## src/rtl/matmul_pkg.sv

```systemverilog
// Shared definitions for the matrix-multiply job controller.
//   mm_state_e    : controller state encoding
//   MM_*_DEF      : default matrix dimension and the N*N-derived constants
//   mm_last_idx() : last linear index of an N x N matrix (N*N-1)
package matmul_pkg;

   localparam int unsigned MM_DIM_DEF    = 8;
   localparam int unsigned MM_WORDS_DEF  = MM_DIM_DEF * MM_DIM_DEF;
   localparam int unsigned MM_ADDR_W_DEF = $clog2(MM_WORDS_DEF);

   typedef enum logic [2:0] {
      ST_IDLE     = 3'd0,
      ST_LOAD_A   = 3'd1,
      ST_LOAD_B   = 3'd2,
      ST_RUN      = 3'd3,
      ST_WAIT_ENG = 3'd4,
      ST_DRAIN    = 3'd5,
      ST_DONE     = 3'd6
   } mm_state_e;

   function automatic int unsigned mm_last_idx(input int unsigned dim);
      return dim * dim - 1;
   endfunction

endpackage

```

## src/rtl/ctrl_addr_cnt.sv

```systemverilog
// Address counter shared by the operand-load and result-drain paths.
//   CLK, rst : clock, asynchronous active-high reset
//   en       : advance by one (wraps to 0 after LAST)
//   clr      : synchronous clear, has priority over en
//   cnt      : current count
//   wrap     : high in the cycle an enabled count sits at LAST
module ctrl_addr_cnt #(
   parameter int unsigned WIDTH = 6,
   parameter int unsigned LAST  = 63
) (
   input  logic             CLK,
   input  logic             rst,
   input  logic             en,
   input  logic             clr,
   output logic [WIDTH-1:0] cnt,
   output logic             wrap
);

   localparam logic [WIDTH-1:0] LAST_V = WIDTH'(LAST);

   assign wrap = en && (cnt == LAST_V);

   always_ff @(posedge CLK or posedge rst) begin
      if (rst)       cnt <= '0;
      else if (clr)  cnt <= '0;
      else if (en)   cnt <= wrap ? '0 : cnt + 1'b1;
   end

endmodule

```

## src/rtl/matmul_ctrl.sv

```systemverilog
// Job controller for a matrix-multiply engine: streams A then B operands
// into memory, kicks the engine, waits for it to finish, then streams C out.
//   CLK, rst                      : clock, asynchronous active-high reset
//   cmd_start / cmd_ready / done  : job request, idle indication, end pulse
//   in_valid/in_ready/in_data     : operand stream (A words, then B words)
//   a_we/b_we/wr_addr/wr_data     : A/B memory write port
//   eng_start / eng_busy          : engine kick pulse / engine busy status
//   c_rd_addr / c_rd_data         : C memory read port (1-cycle latency)
//   out_valid/out_ready/out_data  : result stream
//   cycle_count                   : job cycle counter, only when
//                                   MATMUL_CTRL_PERF_EN is defined
//
// state       | meaning
// ------------+-------------------------------------------------
// ST_IDLE     | waiting for cmd_start
// ST_LOAD_A   | accepting N*N words into A memory
// ST_LOAD_B   | accepting N*N words into B memory
// ST_RUN      | one-cycle engine start pulse
// ST_WAIT_ENG | waiting for engine busy to rise and then fall
// ST_DRAIN    | reading C memory out, one word per two cycles
// ST_DONE     | one-cycle done pulse
module matmul_ctrl
   import matmul_pkg::*;
#(
   parameter int unsigned MATRIX_DIM = MM_DIM_DEF,
   parameter int unsigned ADDR_WIDTH = MM_ADDR_W_DEF,
   parameter int unsigned DATA_WIDTH = 8,
   parameter int unsigned ACC_WIDTH  = 32
) (
   input  logic                  CLK,
   input  logic                  rst,
   input  logic                  cmd_start,
   output logic                  cmd_ready,
   output logic                  done,
   input  logic                  in_valid,
   output logic                  in_ready,
   input  logic [DATA_WIDTH-1:0] in_data,
   output logic                  a_we,
   output logic                  b_we,
   output logic [ADDR_WIDTH-1:0] wr_addr,
   output logic [DATA_WIDTH-1:0] wr_data,
   output logic                  eng_start,
   input  logic                  eng_busy,
   output logic [ADDR_WIDTH-1:0] c_rd_addr,
   input  logic [ACC_WIDTH-1:0]  c_rd_data,
   output logic                  out_valid,
   input  logic                  out_ready,
   output logic [ACC_WIDTH-1:0]  out_data
`ifdef MATMUL_CTRL_PERF_EN
   ,
   output logic [31:0]           cycle_count
`endif
);

   localparam int unsigned LAST_IDX = mm_last_idx(MATRIX_DIM);

   mm_state_e             state_q, state_d;
   logic                  seen_busy_q;
   logic                  out_valid_q;
   logic                  load_st;
   logic                  ld_en, ld_clr, ld_wrap;
   logic                  dr_en, dr_clr, dr_wrap;
   logic [ADDR_WIDTH-1:0] ld_cnt, dr_cnt;

   assign load_st = (state_q == ST_LOAD_A) || (state_q == ST_LOAD_B);
   assign ld_en   = load_st && in_valid;
   assign ld_clr  = (state_q == ST_IDLE);
   assign dr_en   = (state_q == ST_DRAIN) && out_valid_q && out_ready;
   assign dr_clr  = (state_q == ST_IDLE);

   ctrl_addr_cnt #(.WIDTH(ADDR_WIDTH), .LAST(LAST_IDX)) u_ld_cnt (
      .CLK  (CLK),
      .rst  (rst),
      .en   (ld_en),
      .clr  (ld_clr),
      .cnt  (ld_cnt),
      .wrap (ld_wrap)
   );

   ctrl_addr_cnt #(.WIDTH(ADDR_WIDTH), .LAST(LAST_IDX)) u_dr_cnt (
      .CLK  (CLK),
      .rst  (rst),
      .en   (dr_en),
      .clr  (dr_clr),
      .cnt  (dr_cnt),
      .wrap (dr_wrap)
   );

   always_ff @(posedge CLK or posedge rst) begin
      if (rst) begin
         state_q     <= ST_IDLE;
         seen_busy_q <= 1'b0;
         out_valid_q <= 1'b0;
      end else begin
         state_q     <= state_d;
         seen_busy_q <= (state_q == ST_WAIT_ENG) && (seen_busy_q || eng_busy);
         // Valid rises the cycle after a fresh address is presented (the C
         // memory's read latency) and drops for one cycle after each
         // handshake so the next address can be read.
         out_valid_q <= (state_q == ST_DRAIN) && (out_valid_q ? !out_ready : 1'b1);
      end
   end

   always_comb begin
      state_d   = state_q;
      cmd_ready = 1'b0;
      in_ready  = 1'b0;
      a_we      = 1'b0;
      b_we      = 1'b0;
      eng_start = 1'b0;
      done      = 1'b0;
      wr_addr   = ld_cnt;
      wr_data   = in_data;
      c_rd_addr = dr_cnt;
      out_valid = out_valid_q;
      // c_rd_data is the memory's registered output and stays stable while
      // the drain address is held, so it is forwarded only while valid.
      out_data  = out_valid_q ? c_rd_data : '0;
      case (state_q)
         ST_IDLE: begin
            cmd_ready = 1'b1;
            if (cmd_start) state_d = ST_LOAD_A;
         end
         ST_LOAD_A: begin
            in_ready = 1'b1;
            a_we     = in_valid;
            if (ld_wrap) state_d = ST_LOAD_B;
         end
         ST_LOAD_B: begin
            in_ready = 1'b1;
            b_we     = in_valid;
            if (ld_wrap) state_d = ST_RUN;
         end
         ST_RUN: begin
            eng_start = 1'b1;
            state_d   = ST_WAIT_ENG;
         end
         ST_WAIT_ENG: begin
            if (seen_busy_q && !eng_busy) state_d = ST_DRAIN;
         end
         ST_DRAIN: begin
            if (dr_wrap) state_d = ST_DONE;
         end
         ST_DONE: begin
            done    = 1'b1;
            state_d = ST_IDLE;
         end
         default: state_d = ST_IDLE;
      endcase
   end

`ifdef MATMUL_CTRL_PERF_EN
   always_ff @(posedge CLK or posedge rst) begin
      if (rst) begin
         cycle_count <= '0;
      end else if (state_q == ST_IDLE) begin
         if (state_d != ST_IDLE) cycle_count <= '0;
      end else if (cycle_count != '1) begin
         cycle_count <= cycle_count + 32'd1;
      end
   end
`endif

endmodule

```

## config.mk

```make
export PLATFORM = sky130hd
export DESIGN_NAME = matmul_ctrl
export DESIGN_NICKNAME = d
export VERILOG_FILES = /design/src/rtl/matmul_pkg.sv /design/src/rtl/ctrl_addr_cnt.sv /design/src/rtl/matmul_ctrl.sv
export SDC_FILE = /design/constraint.sdc
export NUM_CORES = 1
export LEC_CHECK = 0
export CAP_MARGIN = 20
export CORE_MARGIN = 1.5
export CORE_UTILIZATION = 32
export CTS_CLUSTER_DIAMETER = 80
export CTS_CLUSTER_SIZE = 14
export DETAILED_ROUTE_END_ITERATION = 7
export PLACE_DENSITY = 0.81
export REMOVE_ABC_BUFFERS = 1
export SLEW_MARGIN = 40
export SYNTH_ARGS = -nofsm -noshare
export SYNTH_HDL_FRONTEND = slang
export SYNTH_HIERARCHICAL = 1
export SYNTH_SLANG_ARGS = --single-unit
```

## constraint.sdc

```tcl
create_clock -name CLK -period 2.4 [get_ports CLK]
set_input_delay 0.36 -clock CLK [delete_from_list [all_inputs] [get_ports CLK]]
set_output_delay 0.36 -clock CLK [all_outputs]
set_load 0.02 [all_outputs]
```

After elaboration in Yosys (flattened, before gate mapping)
Cells that the tools add are included.
- input bits: 46
- output and inout port bits: 59
- logic and storage cells: 57
- register bits after elaboration: 17
- reduce and logical (&&, ||, !) cells: 17
- eq/ne operators: 13
- muxes and demuxes: 20
- $add $sub $neg: 2
- operators with widths (cell ; count):
    $mux W6 ; 6
    $mux W32 ; 1
    $pmux W3 S6 ; 1
    $mux W3 ; 5
    $add A6 B1 Y6 const B ; 2
    $eq A6 B6 Y1 const B ; 2
    $eq A3 B3 Y1 const B ; 3
    $logic_and A1 B1 Y1 ; 8
    $ne A2 B1 Y1 const B ; 4
    $mux W1 ; 7
    $eq A3 B2 Y1 const B ; 2
    $reduce_and A5 Y1 ; 1
    $reduce_bool A2 Y1 ; 2
    $eq A3 B1 Y1 const B ; 1
    $logic_not A3 Y1 ; 1
    $logic_not A1 Y1 ; 2
    $logic_or A1 B1 Y1 ; 2
    $ne A2 B2 Y1 const B ; 1
    $reduce_or A2 Y1 ; 1

Longest topological paths before layout
- word-level depth: 7
- mapped depth: 9
- depth with buffers taken out: 8

By module
The synthesis kept the hierarchy.
- modules (own cells, without submodules) (module ; times used ; cells each ; area an instance (um^2) ; seq. area each (um^2)):
    ctrl_addr_cnt ; 2 ; 31 ; 306.5 ; 150.1
    matmul_ctrl ; 1 ; 80 ; 595.6 ; 125.1

Worst setup path after synthesis
OpenSTA, ideal clock, no wires.
- kind: reg2out
- start: reg state_q[2]
- end: out cmd_ready
- setup slack: 0.452 ns
- cell stages (with the launch flop): 3
- path buffers: 1
- required time: 2.040 ns
- arrival time: 1.588 ns
- cell sequence: dfrtp_1 buf_2 nor3_1
- longest elaborated chain between the ends: 2
- RTL lines (element ; line ; RTL):
    start, declared ; matmul_ctrl.sv:57 ; mm_state_e state_q, state_d;
    start signal, assigned ; matmul_ctrl.sv:95 ; state_q <= state_d;
    $logic_not A3 Y1 ; matmul_ctrl.sv:119 ; case (state_q)
    $mux W1 ; matmul_ctrl.sv:119 ;
    end, declared ; matmul_ctrl.sv:33 ; output logic cmd_ready,
No other way between the ends.

Worst setup path in the final report
- start: reg state_q[1]
- end: out in_ready
- longest elaborated chain between the ends: 3
- elaborated cells on any way between the ends: 4
- classes of those cells: eq/ne: 2; mux: 1; reduce/logical: 1
- RTL lines (element ; line ; RTL):
    $eq A3 B1 Y1 / $eq A3 B2 Y1 (equally long branches) ; matmul_ctrl.sv:119 ;
    $reduce_or A2 Y1 (no source line) * ; n/a ;
    $mux W1 * ; matmul_ctrl.sv:119 ;
    end, declared ; matmul_ctrl.sv:36 ; output logic in_ready,
Mark *: on every way between the ends. The rest lies on a longest branch, timed or not.

==> flow_summary_export.csv <==
group,metric,value,unit
synth,ys_types,33,
worst_setup_path,r2r-start,"state_q[1]",
clocking,clockBufferDepth,2,
die,core-area,3630,µm²
sta,final.setup.tns,0,ns
routing,drcViolationCount,0,
synth,synth_seq_cells,17,
sta,fmax,463,MHz
worst_setup_path,critical_path_peak_fanout,10,
sta,finalCritPeriodShare,89.9,%
clocking,clk_latency,0.25,ns
sta,rsz0062_at_grt,"false",
sta,setup_viol,0,
clocking,h-tree-depth,1,
final_layout,final_layout_size_suffix_gt1_share,6.25,%
routing,drt.antenna.violating_nets,0,
clocking,holdBufCountCts,0,
synth,syn_area_per_cell,8.51,µm²
global_route,grt_max_degree,27,
clocking,cts.sinks,17,
final_layout,final_nets,273,
placed_design,place_inst,268,
global_route,antenna_found_initial,0,
synth,synth.yosys.seq_area_share,35.2,%
routing,routed_wl,3360,µm
global_route,grt_pass1_wl,5480,µm
routing,wl_per_cell,12.4,µm
clocking,cts_setup_buffers,0,
synth,ys_warn_count,6,
routing,first_pass_iters,4,
worst_setup_path,cp-start-kind,"flop",
worst_setup_path,r2r_slack,0.39,ns
worst_setup_path,critPathRequiredTime,2.04,ns
placed_design,place.gp.congestion,0.771,
power_and_ir_drop,p_leak,0.895,nW
routing,drtIter0Drc,38,
die,die_width,64.5,µm
sta,tightest_slew,0.406,ns
worst_setup_path,reg2reg_to,"state_q[0]",
worst_setup_path,r2r_cells,8,
synth,synth_area,1210,µm²
synth,synthCells,142,
die,io_pins,105,
power_and_ir_drop,ir_worst_vdd,0.469,mV
sta,period_needed,2.16,ns
clocking,cts_resized,0,
worst_setup_path,cp-startpoint,"state_q[1]",
run_status,status,"complete, no violations",
final_layout,stdcell_count,272,
die,initial_utilization,33.3,%
die,rows,22,
routing,routed_via_density,4.51,
worst_setup_path,worst_ep_arrival_time,1.80,ns
final_layout,syn2layout_area_growth,76.3,%
worst_setup_path,end_kind,"primary output",
clocking,clk_pin_slew,0.06,ns
placed_design,place_hpwl,2720,µm
routing,route.vias.total,1227,
global_route,grt_overflow,0,
worst_setup_path,worstSetupEndpoint,"in_ready",
final_layout,nFillCells,340,
worst_setup_path,crit_type,"flop to primary output",
global_route,grt_usage,16.6,%
power_and_ir_drop,power_density,903,nW/µm²
global_route,grt_pass1_vias,1171,
sta,hold_violations,0,
clocking,cts-root-buf,"clkbuf_8",
placed_design,portBuffers,88,
sta,skew,0.00107,ns
clocking,cts_buffers,3,
sta,slew_violations,0,
die,die_h,64.5,µm
clocking,cts_tree,"done",
flow_run,maxCapViolCount,0,
sta,relSlewSlack,72.8,%
die,dieArea,4150,µm²
final_layout,antennaDiodeCount,0,
worst_hold_path,worstHoldPathType,"input pin to async pin",
==> synth_stat cells <==
master / n / area [µm²]
a21boi_0: 1 / 7.51
a21oi_1: 5 / 25.0
a21oi_2: 1 / 8.76
a31oi_1: 2 / 12.5
and2_1: 32 / 200
and3_1: 1 / 6.26
buf_2: 1 / 5.00
buf_4: 8 / 60.1
buf_6: 1 / 11.3
clkbuf_1: 3 / 11.3
dfrtp_1: 17 / 425
ha_1: 2 / 25.0
inv_1: 5 / 18.8
inv_2: 1 / 3.75
mux2i_1: 3 / 30.0
nand2_1: 10 / 37.5
nand2b_1: 6 / 37.5
nand3_1: 1 / 5.00
nand4_1: 2 / 12.5
nand4_2: 2 / 25.0
nor2_1: 13 / 48.8
nor2_4: 1 / 11.3
nor2b_1: 3 / 18.8
nor2b_4: 1 / 13.8
nor3_1: 4 / 20.0
nor4_1: 1 / 6.26
o21ai_0: 3 / 15.0
o21bai_1: 1 / 7.51
o221ai_1: 2 / 17.5
o41ai_2: 1 / 16.3
or3_1: 2 / 12.5
xnor2_1: 2 / 17.5
xor2_1: 4 / 35.0
==> logic make-up after synthesis <==
family,share of synthesized area [%]
flops,35.2
xor+xnor,4.35
buf+inv,9.11
compound gates,9.11
fa+ha+maj,2.07
simple gates,37.7
mux,2.48
==> flip-flops by register name, summed over array words and instances, names as in the netlist <==
signal / flops
out_valid: 1
seen_busy_q: 1
state_q: 3
u_dr_cnt/cnt: 6
u_ld_cnt/cnt: 6
==> worst min-delay path by stage <==
| stage | to | cells after the start | start | slack (ns) |
|---|---|---|---|---|
| after global placement | seen_busy_q | 1 | state_q[0] | 0.55 |
| after floorplan | out_valid | 1 | rst | 0.14 |
| final | state_q[2] | 2 | rst | 0.38 |
| after CTS | state_q[1] | 2 | rst | 0.39 |
| after global routing | state_q[1] | 2 | rst | 0.42 |
| after detailed placement | seen_busy_q | 1 | state_q[0] | 0.56 |
==> routing by layer <==
| layer | vias to the layer above | track usage [%] | wire, µm |
|---|---|---|---|
| met3 | 4 | 6.25 | 301 |
| met1 | 532 | 19.8 | 1440 |
| met2 | 67 | 27.9 | 1600 |
| li1 | 624 | - | - |
| met5 | - | 0 | 0 |
| met4 | 0 | 4.79 | 23 |
==> placed cells by master (no fill, tap or decap), types with 2 or more instances in the layout <==
| cell | n |
|---|---|
| a21oi_1 | 5 |
| a31oi_1 | 2 |
| and2_1 | 32 |
| buf_4 | 3 |
| clkbuf_8 | 3 |
| clkdlybuf4s50_1 | 88 |
| dfrtp_1 | 17 |
| ha_1 | 2 |
| inv_1 | 5 |
| mux2i_1 | 3 |
| nand2_1 | 10 |
| nand2b_1 | 6 |
| nand4_1 | 2 |
| nand4_2 | 2 |
| nor2_1 | 13 |
| nor2b_1 | 3 |
| nor3_1 | 4 |
| o21ai_0 | 3 |
| o221ai_1 | 2 |
| or3_1 | 2 |
| xnor2_1 | 2 |
| xor2_1 | 4 |
==> worst max-delay path, stage by stage, from the launching register on <==
cell	delay (ns)
dfrtp_1	0.56
nand2b_1	0.19
a21oi_1	0.17
clkdlybuf4s50_1	0.62
==> power breakdown <==
part / switching (mW) / total [mW] / internal (mW)
sequential: 0.119 / 0.488 / 0.369
clock: 0.0956 / 0.211 / 0.115
combinational: 0.603 / 1.23 / 0.623
==> metrics by stage <==
step	utilization [%]	setup WS, ns	area [µm²]	power (mW)	hold slack [ns]
3_3_place_gp	57.4	0.377	2080	1.71	0.550
3_5_place_dp	57.4	0.294	2080	1.72	0.556
6_report	58.6	0.242	2130	1.92	0.381
4_1_cts	58.6	0.214	2130	1.94	0.386
2_1_floorplan	-	0.484	1120	1.11	0.139
5_1_grt	58.6	0.110	2130	2.06	0.420
==> layout make-up <==
| cell class | count | area (µm²) | area share, % |
|---|---|---|---|
| repair buffers | 91 | 903 | 42.4 |
| multi-input cells | 106 | 673 | 31.6 |
| flip-flops and latches | 17 | 425 | 20.0 |
| well taps | 48 | 60.1 | 2.82 |
| clock buffers | 3 | 41.3 | 1.94 |
| inverters | 6 | 22.5 | 1.06 |
| clock inverters | 1 | 5.00 | 0.235 |
Note: power is estimated with default switching activity, not from simulation.
